`config.mk`:
```
export PLATFORM = sky130hd
export DESIGN_NAME = branch_sequencer
export DESIGN_NICKNAME = d
export VERILOG_FILES = /design/src/rtl/branch_sequencer_pkg.sv /design/src/rtl/branch_perf_counter.sv /design/src/rtl/branch_sequencer.sv
export SDC_FILE = /design/constraint.sdc
export NUM_CORES = 1
export LEC_CHECK = 0
export ABC_CLOCK_PERIOD_IN_PS = 3200
export BUFFER_PORTS_ARGS = -buffer_cell sky130_fd_sc_hd__clkbuf_2
export CORE_ASPECT_RATIO = 0.6
export CORE_MARGIN = 8
export CORE_UTILIZATION = 49
export DETAILED_ROUTE_END_ITERATION = 12
export PLACE_DENSITY = 0.88
export SLEW_MARGIN = 40
export SYNTH_ARGS = -nofsm -noshare
export SYNTH_HDL_FRONTEND = slang
export SYNTH_HIERARCHICAL = 1
export SYNTH_SLANG_ARGS = --single-unit
```
`constraint.sdc`:
```
create_clock -name clk -period 3.2 [get_ports clk]
set_input_delay 0.64 -clock clk [delete_from_list [all_inputs] [get_ports clk]]
set_output_delay 0.64 -clock clk [all_outputs]
set_load 0.01 [all_outputs]
```
`src/rtl/branch_sequencer_pkg.sv`:
```
// Shared definitions for the conditional-branch sequencer: states, opcodes,
// condition-select encodings and IR field positions.
package branch_sequencer_pkg;

   typedef enum logic [2:0] {
      IDLE = 3'd0,
      T3   = 3'd1,
      T4   = 3'd2,
      T5   = 3'd3,
      T6   = 3'd4
   } state_e;

   localparam logic [4:0] OP_LD  = 5'b00000;
   localparam logic [4:0] OP_ST  = 5'b00010;
   localparam logic [4:0] OP_ADD = 5'b00011;
   localparam logic [4:0] OP_BR  = 5'b10010;
   localparam logic [4:0] OP_JR  = 5'b10100;

   localparam logic [1:0] C2_ZR = 2'b00;
   localparam logic [1:0] C2_NZ = 2'b01;
   localparam logic [1:0] C2_PL = 2'b10;
   localparam logic [1:0] C2_MI = 2'b11;

   localparam int unsigned OP_HI = 31;
   localparam int unsigned OP_LO = 27;
   localparam int unsigned RA_HI = 26;
   localparam int unsigned RA_LO = 23;
   localparam int unsigned C2_HI = 20;
   localparam int unsigned C2_LO = 19;

   function automatic logic [4:0] opcode_of(input logic [31:0] ir);
      return ir[OP_HI:OP_LO];
   endfunction

endpackage

```
`src/rtl/branch_perf_counter.sv`:
```
// Wrapping debug counters for completed and taken branch sequences.
module branch_perf_counter #(
   parameter int unsigned CNT_W = 16
) (
   input  logic             clk,
   input  logic             clear_n,
   input  logic             br_inc,
   input  logic             tk_inc,
   output logic [CNT_W-1:0] branch_count,
   output logic [CNT_W-1:0] taken_count
);

   always_ff @(posedge clk or negedge clear_n) begin
      if (!clear_n) begin
         branch_count <= '0;
         taken_count  <= '0;
      end else begin
         if (br_inc) branch_count <= branch_count + CNT_W'(1);
         if (tk_inc) taken_count  <= taken_count + CNT_W'(1);
      end
   end

endmodule

```
`src/rtl/branch_sequencer.sv`:
```
// T3-T6 control sequencer for brzr/brnz/brpl/brmi on the shared-bus datapath.
// Strobes decode from state; only load strobes and completion pulses see stall.
module branch_sequencer
   import branch_sequencer_pkg::*;
#(
   parameter logic [4:0]   BR_OPCODE = OP_BR,
   parameter int unsigned  CNT_W     = 16
) (
   input  logic             clk,
   input  logic             clear_n,
   input  logic             start,
   input  logic [31:0]      ir,
   input  logic             stall,
   input  logic             con_flag,
   output logic             busy,
   output logic             done,
   output logic             illegal,
   output logic [1:0]       c2_bits,
   output logic             gra,
   output logic             r_out,
   output logic             con_in,
   output logic             pc_out,
   output logic             y_in,
   output logic             c_out,
   output logic             alu_add,
   output logic             z_in,
   output logic             zlow_out,
   output logic             pc_in,
   output logic             taken,
   output logic [CNT_W-1:0] branch_count,
   output logic [CNT_W-1:0] taken_count
);

   state_e     state_q, state_d;
   logic [1:0] c2_d;
   logic       illegal_d;
   logic       ir_unused;

   // Only opcode and condition select matter here; Ra is consumed by the register file.
   assign ir_unused = ^{ir[RA_HI:21], ir[18:0]};

   always_ff @(posedge clk or negedge clear_n) begin
      if (!clear_n) begin
         state_q <= IDLE;
         c2_bits <= 2'b00;
         illegal <= 1'b0;
      end else begin
         state_q <= state_d;
         c2_bits <= c2_d;
         illegal <= illegal_d;
      end
   end

   always_comb begin
      state_d   = state_q;
      c2_d      = c2_bits;
      illegal_d = 1'b0;
      case (state_q)
         IDLE: begin
            if (start) begin
               if (opcode_of(ir) == BR_OPCODE) begin
                  state_d = T3;
                  c2_d    = ir[C2_HI:C2_LO];
               end else begin
                  illegal_d = 1'b1;
               end
            end
         end
         T3:      if (!stall) state_d = T4;
         T4:      if (!stall) state_d = T5;
         T5:      if (!stall) state_d = T6;
         T6:      if (!stall) state_d = IDLE;
         default: state_d = IDLE;
      endcase
   end

   // Bus drivers hold through a stall; loads and pulses wait for release.
   always_comb begin
      busy     = (state_q != IDLE);
      gra      = (state_q == T3);
      r_out    = (state_q == T3);
      con_in   = (state_q == T3) && !stall;
      pc_out   = (state_q == T4);
      y_in     = (state_q == T4) && !stall;
      c_out    = (state_q == T5);
      alu_add  = (state_q == T5);
      z_in     = (state_q == T5) && !stall;
      zlow_out = (state_q == T6) && con_flag;
      pc_in    = (state_q == T6) && con_flag && !stall;
      taken    = (state_q == T6) && con_flag && !stall;
      done     = (state_q == T6) && !stall;
   end

   branch_perf_counter #(
      .CNT_W (CNT_W)
   ) u_perf (
      .clk          (clk),
      .clear_n      (clear_n),
      .br_inc       (done),
      .tk_inc       (taken),
      .branch_count (branch_count),
      .taken_count  (taken_count)
   );

endmodule

```
==> flow_summary.ini <==
[grt]
grt_usage_pct = 13.5
antenna_found_initial = 0
grt.overflow.total = 0
grt_pass1_vias = 1332
grt_max_degree = 39
grt_pass1_wl_um = 6440

[floorplanning]
initial_core_util_pct = 52.3
die_w_um = 93.1
die_area_um2 = 5800
num_rows = 16
coreArea_um2 = 3340
die_h_um = 62.3
pin_count = 85

[route]
drt_wl_total_um = 3760
ant_nets = 0
route.detailed.drc = 0
drtIter0Drc = 48
num_vias = 1328
vias_per_cell = 5.11
drt_pass1_iterations = 4
avgRoutedWirePerCell_um = 14.5

[clock_tree]
cts_buffers = 5
clk_pin_slew_ps = 70
clock_sinks = 38
cts_tree = done
cts_resized = 0
hold_buffers = 0
cts_buffer_depth = 2
cts-root-buf = clkbuf_8
cts_setup_buffers = 0
htree_levels = 2
clk_latency_ps = 290

[power_and_ir_drop]
powerDensity_nw_per_um2 = 560
p_sw_mw = 0.382
p_clk_share_pct = 27.2
seqPwrFrac_pct = 48.5
p_leak_nw = 1.18
p_comb_share_pct = 24.2
netSwitchingFraction_pct = 31.3
ir_drop_v = 0.000328
power.internal_mw = 0.839

[timing]
hold_viol = 0
fmax_mhz = 448
worst_pin_slew_ps = 493
finClkSkew_ps = 5.36
setup_ws_ps = 967
slew_viol_final = 0
slew_headroom_pct = 67.1
period_minus_slack_ps = 2230
setup_viol = 0
rsz0062_at_grt = false
tns_ps = 0
fin_crit_sh_pct = 69.8

[setup_path]
crit_chain = nor2_1 -> and3_1 -> nor2b_1 -> buf_4 -> clkbuf_2
worst-endpoint-required_ps = 2560
crit_path_start_kind = flip-flop
arrival_ps = 1590
critPathBufInv = 2
worst-setup-path-type = reg -> out
cpPeakStageDelay_ps = 440
path_max_fanout = 8
crit_family = simple AND/OR/NAND/NOR gates
r2r-start = state_q[1]
crit_path_top_delay_cell = dfrtp_1
startpoint = state_q[1]
end_kind = primary output

[layout]
nets = 253
layout-drive-gt1-share_pct = 37.2
fin_util_pct = 65.2
antenna_cells = 0
area.growth.synth_to_final_pct = 24.6

[yosys]
synth_top_cell_by_area = dfrtp_1
synth.most_common_cell = dfrtp_1
synthesis.nets = 189
ys_ff_latch = 38
synth_cells = 150
yosys_warnings = 6
synth_top_area_share_pct = 54.4
yosysSeqAreaShare_pct = 54.4
ys_types = 28
synth-edff-count = 0
avgSynthCellArea_um2 = 11.7
synthFlopType = dfrtp_1
synth_top_cells_by_area = dfrtp_1 (54%), xor2_1 (8.0%), xnor2_1 (7.5%)
syn_area_um2 = 1750
synth_common_cells = dfrtp_1 (38), xor2_1 (16), xnor2_1 (15), nor2_1 (14), nand2_1 (12)
synthArstFlopShare_pct = 100

[place]
dp_hpwl_um = 2940
port_buffers = 59
gp_congestion = 0.755
pre_cts_ws_ps = 971

[min_path]
min_path_type = in -> async

[status]
status = finished clean

[job]
cap_violations = 0
## power groups by stage
stage	Clock (mW)	Combinational [mW]	Sequential, mW
after floorplan	0	0.176	0.607
after global placement	0	0.296	0.599
after detailed placement	0	0.303	0.600
after CTS	0.343	0.303	0.593
after global routing	0.362	0.329	0.602
final	0.333	0.296	0.593
## final cells by class
type | instances | area, µm²
Tap cell | 45 | 56.3
Sequential cell | 38 | 951
Clock inverter | 1 | 5.00
Fill cell | 258 | 1160
Inverter | 3 | 11.3
Clock buffer | 7 | 86.3
Timing Repair Buffer | 60 | 305
Multi-Input combinational cell | 106 | 764
## cell usage in the layout, fill, tap and decap left out
master,count
and4_4,1
nand3_1,7
nor3_1,5
and3_1,4
and4_2,1
dfrtp_1,38
clkbuf_2,58
or3_4,1
nand2_1,12
o31a_2,1
a31o_2,1
nor4_2,1
nor2b_1,3
clkbuf_8,6
a211oi_1,1
nand4_4,1
nor4b_1,1
inv_1,3
clkbuf_4,1
nand2b_1,1
and4_1,3
and2_2,1
ha_1,2
mux2_2,4
clkinv_2,1
buf_4,1
nor2_1,14
nor4b_4,1
nand4_1,7
nor4_1,2
clkbuf_1,1
xnor2_1,15
xor2_1,16
## routing by layer
metal | up-vias | GRT usage (%) | wire, µm
met4 | 0 | 4.19 | 39
li1 | 648 | - | -
met1 | 640 | 17.4 | 1740
met3 | 5 | 4.56 | 193
met5 | - | 0 | 0
met2 | 35 | 20.8 | 1780
## through the flow
stage          cells  hold slack (ps)  cell area [µm²]  total power, mW
2_1_floorplan    150              344             1750            0.783
3_3_place_gp     252              458             2090            0.895
3_5_place_dp     252              463             2090            0.903
4_1_cts          260              351             2180             1.24
5_1_grt          260              367             2180             1.29
6_report         260              335             2180             1.22
## registers in the layout, indices dropped and copies added (netlist names)
signal and count:
u_perf/branch_count 16, u_perf/taken_count 16, state_q 3, c2_bits 2, illegal 1
## logic make-up after synthesis
group / Yosys count / share of synthesized area [%]
AO/OA/AOI/OAI: 3 / 1.50
AND/OR/NAND/NOR: 66 / 22.7
adder cells (fa/ha/maj): 2 / 1.43
buffers and inverters: 6 / 1.93
flip-flops: 38 / 54.4
XOR/XNOR: 31 / 15.5
multiplexers: 4 / 2.57
## path summary, 6_finish.rpt
check / slack, ps / cells after the start / end
worst max-delay path: 970 / 5 / taken
worst min-delay path: 330 / 1 / c2_bits[0]
max in group asynchronous: 2520 / 1 / illegal
worst max register to register: 1060 / 8 / u_perf/taken_count[15]
worst min register to register: 470 / 1 / u_perf/branch_count[15]
min in group clk: 470 / 1 / u_perf/branch_count[15]
## worst register-to-register path: stages, from the launching register on
cell and delay (ps):
dfrtp_1 440, nor2_1 200, and3_1 210, nor2b_1 150
buf_4 170, and4_4 290, nand4_1 170, nor3_1 270
xor2_1 160
No activity file was read; power rests on OpenSTA's default activity.
